===== config.mk =====
export PLATFORM = sky130hd
export DESIGN_NAME = s298_bist_ctrl
export DESIGN_NICKNAME = d
export VERILOG_FILES = /design/src/rtl/s298_bist_ctrl_pkg.sv /design/src/rtl/s298_bist_ctrl_misr16.sv /design/src/rtl/s298_bist_ctrl.sv
export SDC_FILE = /design/constraint.sdc
export NUM_CORES = 1
export LEC_CHECK = 0
export ABC_AREA = 0
export CAP_MARGIN = 20
export CORE_MARGIN = 2
export CORE_UTILIZATION = 55
export CTS_BUF_LIST = sky130_fd_sc_hd__clkbuf_16
export CTS_CLUSTER_DIAMETER = 40
export DETAILED_ROUTE_END_ITERATION = 10
export PLACE_DENSITY_LB_ADDON = 0.25
export SETUP_SLACK_MARGIN = 0.15
export SYNTH_ARGS = -nofsm -noshare
export SYNTH_HDL_FRONTEND = slang
export SYNTH_SLANG_ARGS = --single-unit

===== constraint.sdc =====
create_clock -name CLOCK -period 1.9 [get_ports CLOCK]
set_input_delay 0.285 -clock CLOCK [delete_from_list [all_inputs] [get_ports CLOCK]]
set_output_delay 0.285 -clock CLOCK [all_outputs]
set_load 0.005 [all_outputs]

===== src/rtl/s298_bist_ctrl_pkg.sv =====
`default_nettype none
// ============================================================================
// Module   : s298_bist_ctrl_pkg
// Purpose  : Shared definitions for the s298 BIST controller: FSM state
//            encoding, LFSR tap mask, MISR polynomial and datapath widths.
// Ports    : none (package)
// Revision : 1.0 - initial release
// ============================================================================
package s298_bist_ctrl_pkg;

  localparam int PAT_W  = 3;
  localparam int RESP_W = 6;
  localparam int SIG_W  = 16;

  // x^8+x^6+x^5+x^4+1 expressed as taps on bits 7,5,4,3 of a shift-left LFSR
  localparam logic [7:0]       LFSR_TAPS = 8'hB8;
  localparam logic [SIG_W-1:0] MISR_POLY = 16'h1021;

  typedef enum logic [2:0] {
    ST_IDLE   = 3'd0,
    ST_INIT   = 3'd1,
    ST_RUN    = 3'd2,
    ST_FLUSH  = 3'd3,
    ST_FINISH = 3'd4
  } bist_state_e;

  // Fibonacci step: shift left, XOR of the tapped bits enters at bit 0
  function automatic logic [7:0] lfsr_next(input logic [7:0] s);
    return {s[6:0], ^(s & LFSR_TAPS)};
  endfunction

endpackage
`default_nettype wire


===== src/rtl/s298_bist_ctrl_misr16.sv =====
`default_nettype none
// ============================================================================
// Module   : bist_misr16
// Purpose  : 16-bit multiple-input signature register compacting the 6-bit
//            CUT response, with enable and synchronous clear.
// Ports    : clk      - rising-edge clock
//            rst_n    - asynchronous active-low reset (signature -> 0)
//            i_clr    - synchronous clear (priority over i_en)
//            i_en     - compact i_resp this cycle
//            i_resp   - CUT response word
//            o_sig    - current signature
// Revision : 1.0 - initial release
// ============================================================================
module bist_misr16
  import s298_bist_ctrl_pkg::*;
(
  input  logic              clk,
  input  logic              rst_n,
  input  logic              i_clr,
  input  logic              i_en,
  input  logic [RESP_W-1:0] i_resp,
  output logic [SIG_W-1:0]  o_sig
);

  logic [SIG_W-1:0] r_sig;
  logic [SIG_W-1:0] w_sig_nxt;

  always_comb begin
    w_sig_nxt = {r_sig[SIG_W-2:0], 1'b0}
              ^ (r_sig[SIG_W-1] ? MISR_POLY : {SIG_W{1'b0}})
              ^ {{(SIG_W-RESP_W){1'b0}}, i_resp};
  end

  always_ff @(posedge clk or negedge rst_n) begin
    if (!rst_n) begin
      r_sig <= '0;
    end else if (i_clr) begin
      r_sig <= '0;
    end else if (i_en) begin
      r_sig <= w_sig_nxt;
    end
  end

  assign o_sig = r_sig;

endmodule
`default_nettype wire


===== src/rtl/s298_bist_ctrl.sv =====
`default_nettype none
// ============================================================================
// Module   : s298_bist_ctrl
// Purpose  : Pseudo-random BIST controller for the s298 circuit. Clears the
//            CUT, applies N_PAT LFSR patterns, compacts the delayed responses
//            into a MISR and compares the final signature with GOLDEN_SIG.
// Ports    : CLOCK   - rising-edge clock shared with the CUT
//            RESET_N - asynchronous active-low reset
//            START   - run request, honoured in IDLE and FINISH only
//            PAT     - {G2,G1,G0} stimulus to the CUT
//            RESP    - CUT response {G133,G132,G118,G117,G67,G66}
//            BUSY    - sequence in progress (INIT/RUN/FLUSH)
//            DONE    - sequence complete, sticky until restart
//            PASS    - signature matches GOLDEN_SIG (only while DONE)
//            SIG     - current MISR contents
// Revision : 1.0 - initial release
// ============================================================================
module s298_bist_ctrl
  import s298_bist_ctrl_pkg::*;
#(
  parameter int               N_PAT      = 255,
  parameter int               INIT_CYC   = 4,
  parameter logic [7:0]       LFSR_SEED  = 8'h01,
  parameter logic [SIG_W-1:0] GOLDEN_SIG = 16'h0000
)
(
  input  logic              CLOCK,
  input  logic              RESET_N,
  input  logic              START,
  output logic [PAT_W-1:0]  PAT,
  input  logic [RESP_W-1:0] RESP,
  output logic              BUSY,
  output logic              DONE,
  output logic              PASS,
  output logic [SIG_W-1:0]  SIG
);

  localparam logic [15:0] C_PAT_LAST  = 16'(N_PAT - 1);
  localparam logic [3:0]  C_INIT_LAST = 4'(INIT_CYC - 1);

  bist_state_e r_state;
  bist_state_e w_state_nxt;
  logic [7:0]  r_lfsr;
  logic [3:0]  r_init_cnt;
  logic [15:0] r_pat_cnt;
  logic        w_launch;
  logic        w_misr_en;

  // Next state and Moore outputs
  always_comb begin
    w_state_nxt = r_state;
    w_launch    = 1'b0;
    w_misr_en   = 1'b0;
    PAT         = '0;
    BUSY        = 1'b0;
    DONE        = 1'b0;
    case (r_state)
      ST_IDLE: begin
        if (START) begin
          w_state_nxt = ST_INIT;
          w_launch    = 1'b1;
        end
      end
      ST_INIT: begin
        PAT  = 3'b001;
        BUSY = 1'b1;
        if (r_init_cnt == C_INIT_LAST) begin
          w_state_nxt = ST_RUN;
        end
      end
      ST_RUN: begin
        PAT  = r_lfsr[PAT_W-1:0];
        BUSY = 1'b1;
        // The response to the first pattern only arrives in the second RUN
        // cycle, so compaction lags the pattern stream by one cycle.
        w_misr_en = (r_pat_cnt != 16'd0);
        if (r_pat_cnt == C_PAT_LAST) begin
          w_state_nxt = ST_FLUSH;
        end
      end
      ST_FLUSH: begin
        BUSY        = 1'b1;
        w_misr_en   = 1'b1;
        w_state_nxt = ST_FINISH;
      end
      ST_FINISH: begin
        DONE = 1'b1;
        if (START) begin
          w_state_nxt = ST_INIT;
          w_launch    = 1'b1;
        end
      end
      default: begin
        w_state_nxt = ST_IDLE;
      end
    endcase
  end

  always_ff @(posedge CLOCK or negedge RESET_N) begin
    if (!RESET_N) begin
      r_state <= ST_IDLE;
    end else begin
      r_state <= w_state_nxt;
    end
  end

  // LFSR and counters: reloaded on every accepted START
  always_ff @(posedge CLOCK or negedge RESET_N) begin
    if (!RESET_N) begin
      r_lfsr     <= LFSR_SEED;
      r_init_cnt <= '0;
      r_pat_cnt  <= '0;
    end else if (w_launch) begin
      r_lfsr     <= LFSR_SEED;
      r_init_cnt <= '0;
      r_pat_cnt  <= '0;
    end else if (r_state == ST_INIT) begin
      r_init_cnt <= r_init_cnt + 4'd1;
    end else if (r_state == ST_RUN) begin
      r_lfsr    <= lfsr_next(r_lfsr);
      r_pat_cnt <= r_pat_cnt + 16'd1;
    end
  end

  bist_misr16 u_misr (
    .clk    (CLOCK),
    .rst_n  (RESET_N),
    .i_clr  (w_launch),
    .i_en   (w_misr_en),
    .i_resp (RESP),
    .o_sig  (SIG)
  );

  assign PASS = DONE && (SIG == GOLDEN_SIG);

endmodule
`default_nettype wire


# After elaboration in Yosys (flattened, before gate mapping)
# Cells that the tools add are included.
[totals] register_bits=47 in_bits=9 word_cells=52
[classes] addsub=2 eq_ne=10 mux=21 bitwise_logic=2 n_reduce_logical=12
[op_table] cell="$mux W16" count=5
[op_table] cell="$mux W8" count=3
[op_table] cell="$add A16 B1 Y16 const B" count=1
[op_table] cell="$eq A16 B8 Y1 const B" count=1
[op_table] cell="$logic_not A16 Y1" count=1
[op_table] cell="$reduce_bool A16 Y1" count=1
[op_table] cell="$xor A16 B16 Y16" count=1
[op_table] cell="$xor A16 B6 Y16" count=1
[op_table] cell="$mux W13" count=1
[op_table] cell="$pmux W3 S4" count=1
[op_table] cell="$mux W3" count=3
[op_table] cell="$mux W4" count=2
[op_table] cell="$reduce_xor A8 Y1" count=1
[op_table] cell="$eq A3 B2 Y1 const B" count=2
[op_table] cell="$pmux W3 S2" count=1
[op_table] cell="$reduce_bool A2 Y1" count=3
[op_table] cell="$add A4 B1 Y4 const B" count=1
[op_table] cell="$eq A4 B2 Y1 const B" count=1
[op_table] cell="$mux W1" count=4
[op_table] cell="$ne A2 B1 Y1 const B" count=2
[op_table] cell="$ne A2 B2 Y1 const B" count=2
[op_table] cell="$eq A3 B1 Y1 const B" count=1
[op_table] cell="$eq A3 B3 Y1 const B" count=1
[op_table] cell="$logic_not A3 Y1" count=1
[op_table] cell="6 further kinds" count=6

# Logic depth before layout (Yosys ltp)
[depth] depth_word=5 depth_mapped=7 depth_no_buf=6

# Cells and area by module
# From an unflattened synthesis, not the netlist that was laid out.
[unflattened] cells_unflattened=228 area_unflattened_um2=2373.5
[by_module_without_submodules] mod="s298_bist_ctrl" instances=1 cells_each=169 area_per_inst_um2=1670.4
[by_module_without_submodules] mod="bist_misr16" instances=1 cells_each=59 area_per_inst_um2=703.2

# Least setup slack after synthesis
# OpenSTA, ideal clock, no wires.
[synth_timing] path_type="register to register" start="register r_pat_cnt[0]" end="register u_misr.r_sig[0] (netlist: u_misr.o_sig[0])" arrival_time_ps=1497 required_time_ps=1768 path_slack_ps=271 path_stages_with_launch=7 n_path_buf=1 path_cell_list="dfrtp_1 -> inv_1 -> ha_1 -> nor4b_1 -> a41oi_1 -> clkbuf_1 -> o21ai_1"
[synth_between] elab_chain_cells=3
[synth_rtl] element="start, declared" line="s298_bist_ctrl.sv:45" text="logic [15:0] r_pat_cnt;"
[synth_rtl] element="start signal, assigned" line="s298_bist_ctrl.sv:121" text="r_pat_cnt <= r_pat_cnt + 16'd1;"
[synth_rtl] element="$reduce_bool A16 Y1" line="s298_bist_ctrl.sv:76" text="w_misr_en = (r_pat_cnt != 16'd0);"
[synth_rtl] element="$pmux W1 S2" line="s298_bist_ctrl.sv:57" text="case (r_state)"
[synth_rtl] element="$reduce_bool A2 Y1 (no line)"
[synth_rtl] element="end signal, assigned" line="s298_bist_ctrl_misr16.sv:40" text="r_sig <= w_sig_nxt;"
[synth_rtl] element="end, declared" line="s298_bist_ctrl_misr16.sv:25" text="logic [SIG_W-1:0] r_sig;"
# No other way between the ends.
# A chain may end at the register's enable or synchronous reset.

# Final worst setup path
[layout_timing] start="register u_misr.r_sig[4] (netlist: u_misr.o_sig[4])" end="output port PASS"
[layout_between] elab_chain_cells=2
[layout_rtl] element="$logic_not A16 Y1" line="s298_bist_ctrl.sv:134" text="assign PASS = DONE && (SIG == GOLDEN_SIG);"
[layout_rtl] element="$logic_and A1 B1 Y1" line="s298_bist_ctrl.sv:134"
[layout_rtl] element="end, declared" line="s298_bist_ctrl.sv:34" text="output logic PASS,"
# No other way between the ends.

==> metrics.txt <==
Rel. slew slack=67.32%; EDFF count, synth=0; Max Cap Viol=0; Slew @ Worst Pin=490.2 ps; Initial Util=58.30%; WP data arrival=1560 ps; DP Worst Slack=-118.3 ps; Overflow after GRT=0; FP Rows=23; Root Buffer Master=clkbuf_16; CP Max Fanout=2; # port buffers=30; setup TNS=0 ps; Mapped Area=2382 sq um; Setup-failing EPs final=0; final slew viol count=0; LEAKAGE=1.527 nW; status=finished, final reports clean; CTS tree=yes; FILL cells=222; commonest non-fill, non-tap cells in the layout=nand2_1, dfrtp_1, buf_4; vias in the first global route=2,130; startpoint type of the worst setup path=flip-flop; post-route ant nets=0; PnR worst setup slack=50.30 ps; Via-to-Cell Ratio=5.981; Hold Crit Class=reg -> reg; All-Layer GR Usage=26.42%; Detail Placement HPWL=3.922 mm; maximum VDD drop=1026 uV; share of post-route cells with drive strength above 1=26.37%; Ports=31; Fmax=540.6 MHz; via count=2,159; Post-Syn Instances=250; Top FF cell, synth=dfrtp_1; Num CTS Buffers=5; crit path capture type=output port; first-pass GRT wire length=10.17 mm; CTS Sinks=47; kind of critical path=reg -> out; core area=4086 sq um; per-cell routed wire length=18.10 um; sequential share of the synthesized area=49.42%; syn avg cell area=9.529 sq um; PwrDens=1314 nW/um^2; largest net degree at the start of global routing=23; CTS clk-pin slew, worst paths=60 ps; Area growth syn-to-layout=40.81%; Ant. Diodes=0; Clock Skew=2.933 ps; clk_lat worst skew=290 ps; Layout Nets=323; die width=69.82 um; Post-Syn Nets=263; minimum clock period=1850 ps; Iter 0 DRT Violations=186; routed wire length=6.535 mm; Final Hold Vio Count=0; Pwr Total=4.409 mW; Worst Path Required=1620 ps; die height=69.82 um; Max clock buf depth=2; #FFs+latches synth=47; Async SR Flop Fraction=100.0%; unrepaired setup endpoints after global routing=yes; die area=4874 sq um; Post-route DRC=0; initial antenna violation count=0; TritonRoute pass-1 iters=5; YS warnings=0; period utilization=97.35%; gpl congestion=0.8307; library cells used by synthesis=43; H-tree depth=2
[sequential cells by signal (all words and copies together), names as in the netlist]
signal	count
u_misr.o_sig	16
r_init_cnt	4
r_state	3
r_lfsr	8
r_pat_cnt	16
[path summary, 6_finish.rpt]
check,startpoint,to,slack (ps),depth (start not counted)
setup reg to reg,r_pat_cnt[8]$_DFFE_PN0P_,r_pat_cnt[13]$_DFFE_PN0P_,190,4
min in group asynchronous,RESET_N,r_init_cnt[2]$_DFFE_PN0P_,490,2
hold / removal,r_lfsr[2]$_DFFE_PN0P_,r_lfsr[2]$_DFFE_PN0P_,480,1
hold reg to reg,r_lfsr[2]$_DFFE_PN0P_,r_lfsr[2]$_DFFE_PN0P_,480,1
max in group asynchronous,RESET_N,r_lfsr[0]$_DFFE_PN1P_,780,3
setup / recovery,u_misr.o_sig[4]$_DFFE_PN0P_,PASS,50,3
[Yosys cell counts, types with 2 or more instances]
cell / number / area [sq um]
nand2_1: 42 / 157.7
a22o_1: 5 / 43.79
and4_1: 2 / 17.52
clkbuf_1: 11 / 41.29
nor2b_1: 2 / 12.51
nor2_1: 18 / 67.56
o21ai_0: 2 / 10.01
buf_2: 2 / 10.01
nand2b_1: 6 / 37.54
or4_1: 5 / 37.54
xor2_1: 10 / 87.58
a21oi_1: 10 / 50.05
nand3_1: 4 / 20.02
ha_1: 4 / 50.05
dfrtp_1: 46 / 1151
a31oi_1: 2 / 12.51
o21ai_1: 19 / 95.09
inv_1: 3 / 11.26
nand4_1: 5 / 31.28
a211oi_1: 4 / 30.03
mux2i_1: 2 / 20.02
and2_1: 3 / 18.77
a21o_1: 5 / 37.54
xnor2_1: 10 / 87.58
nor4_1: 7 / 43.79
a41o_1: 2 / 20.02
o31ai_1: 3 / 22.52
[routing by layer]
layer,vias to the layer above,GRT usage [%],routed length [um]
li1,1005,-,-
met1,1067,35.89,2691
met2,72,42.43,3389
met3,15,3.779,323
met4,0,11.11,131
met5,-,0,0
[report_power, final]
group          switching (mW)  leakage [nW]  internal (mW)  total [mW]
Clock                   0.366        0.0812          0.614       0.980
Combinational           0.995         0.811           1.08        2.07
Sequential              0.154         0.634           1.20        1.36
[logic make-up after synthesis]
logic type / synth area share, %
buf+inv: 3.414
flops: 49.42
xor+xnor: 7.353
mux: 0.8404
compound gates: 14.92
simple gates: 21.95
fa+ha+maj: 2.101
[critical path, cell delays in order, from the launching register on]
cell,delay [ps]
dfrtp_1,380
or4_4,530
nor4_2,220
buf_2,150
[stage by stage]
| stage | hold WS (ps) | util, % | cell area, sq um | std cells |
|---|---|---|---|---|
| global route | 508.8 | 82.09 | 3354 | 361 |
| floorplan | -10.59 | - | 2382 | 250 |
| finish | 481.8 | 82.09 | 3354 | 361 |
| detailed placement | 274.8 | 70.97 | 2900 | 343 |
| CTS | 479.7 | 79.15 | 3234 | 359 |
| global placement | 281.0 | 70.97 | 2900 | 343 |
[repair_timing]
item	in CTS	in global routing
hold buffers	1	0
cloned	1	1
hold endpoints to repair	20	0
endpoints found under the setup margin	7	26
resized for setup	33	26
pin swaps	6	5
buffers inserted	6	1
[layout make-up]
class	count	area [sq um]	share of cell area [%]
Inverter	3	11.26	0.3357
Sequential cell	47	1184	35.29
Tap cell	50	62.56	1.865
Timing Repair Buffer	68	623.1	18.58
Multi-Input combinational cell	185	1310	39.05
Clock inverter	3	38.79	1.156
Clock buffer	5	125.1	3.730
Note: power is estimated with default switching activity, not from simulation.
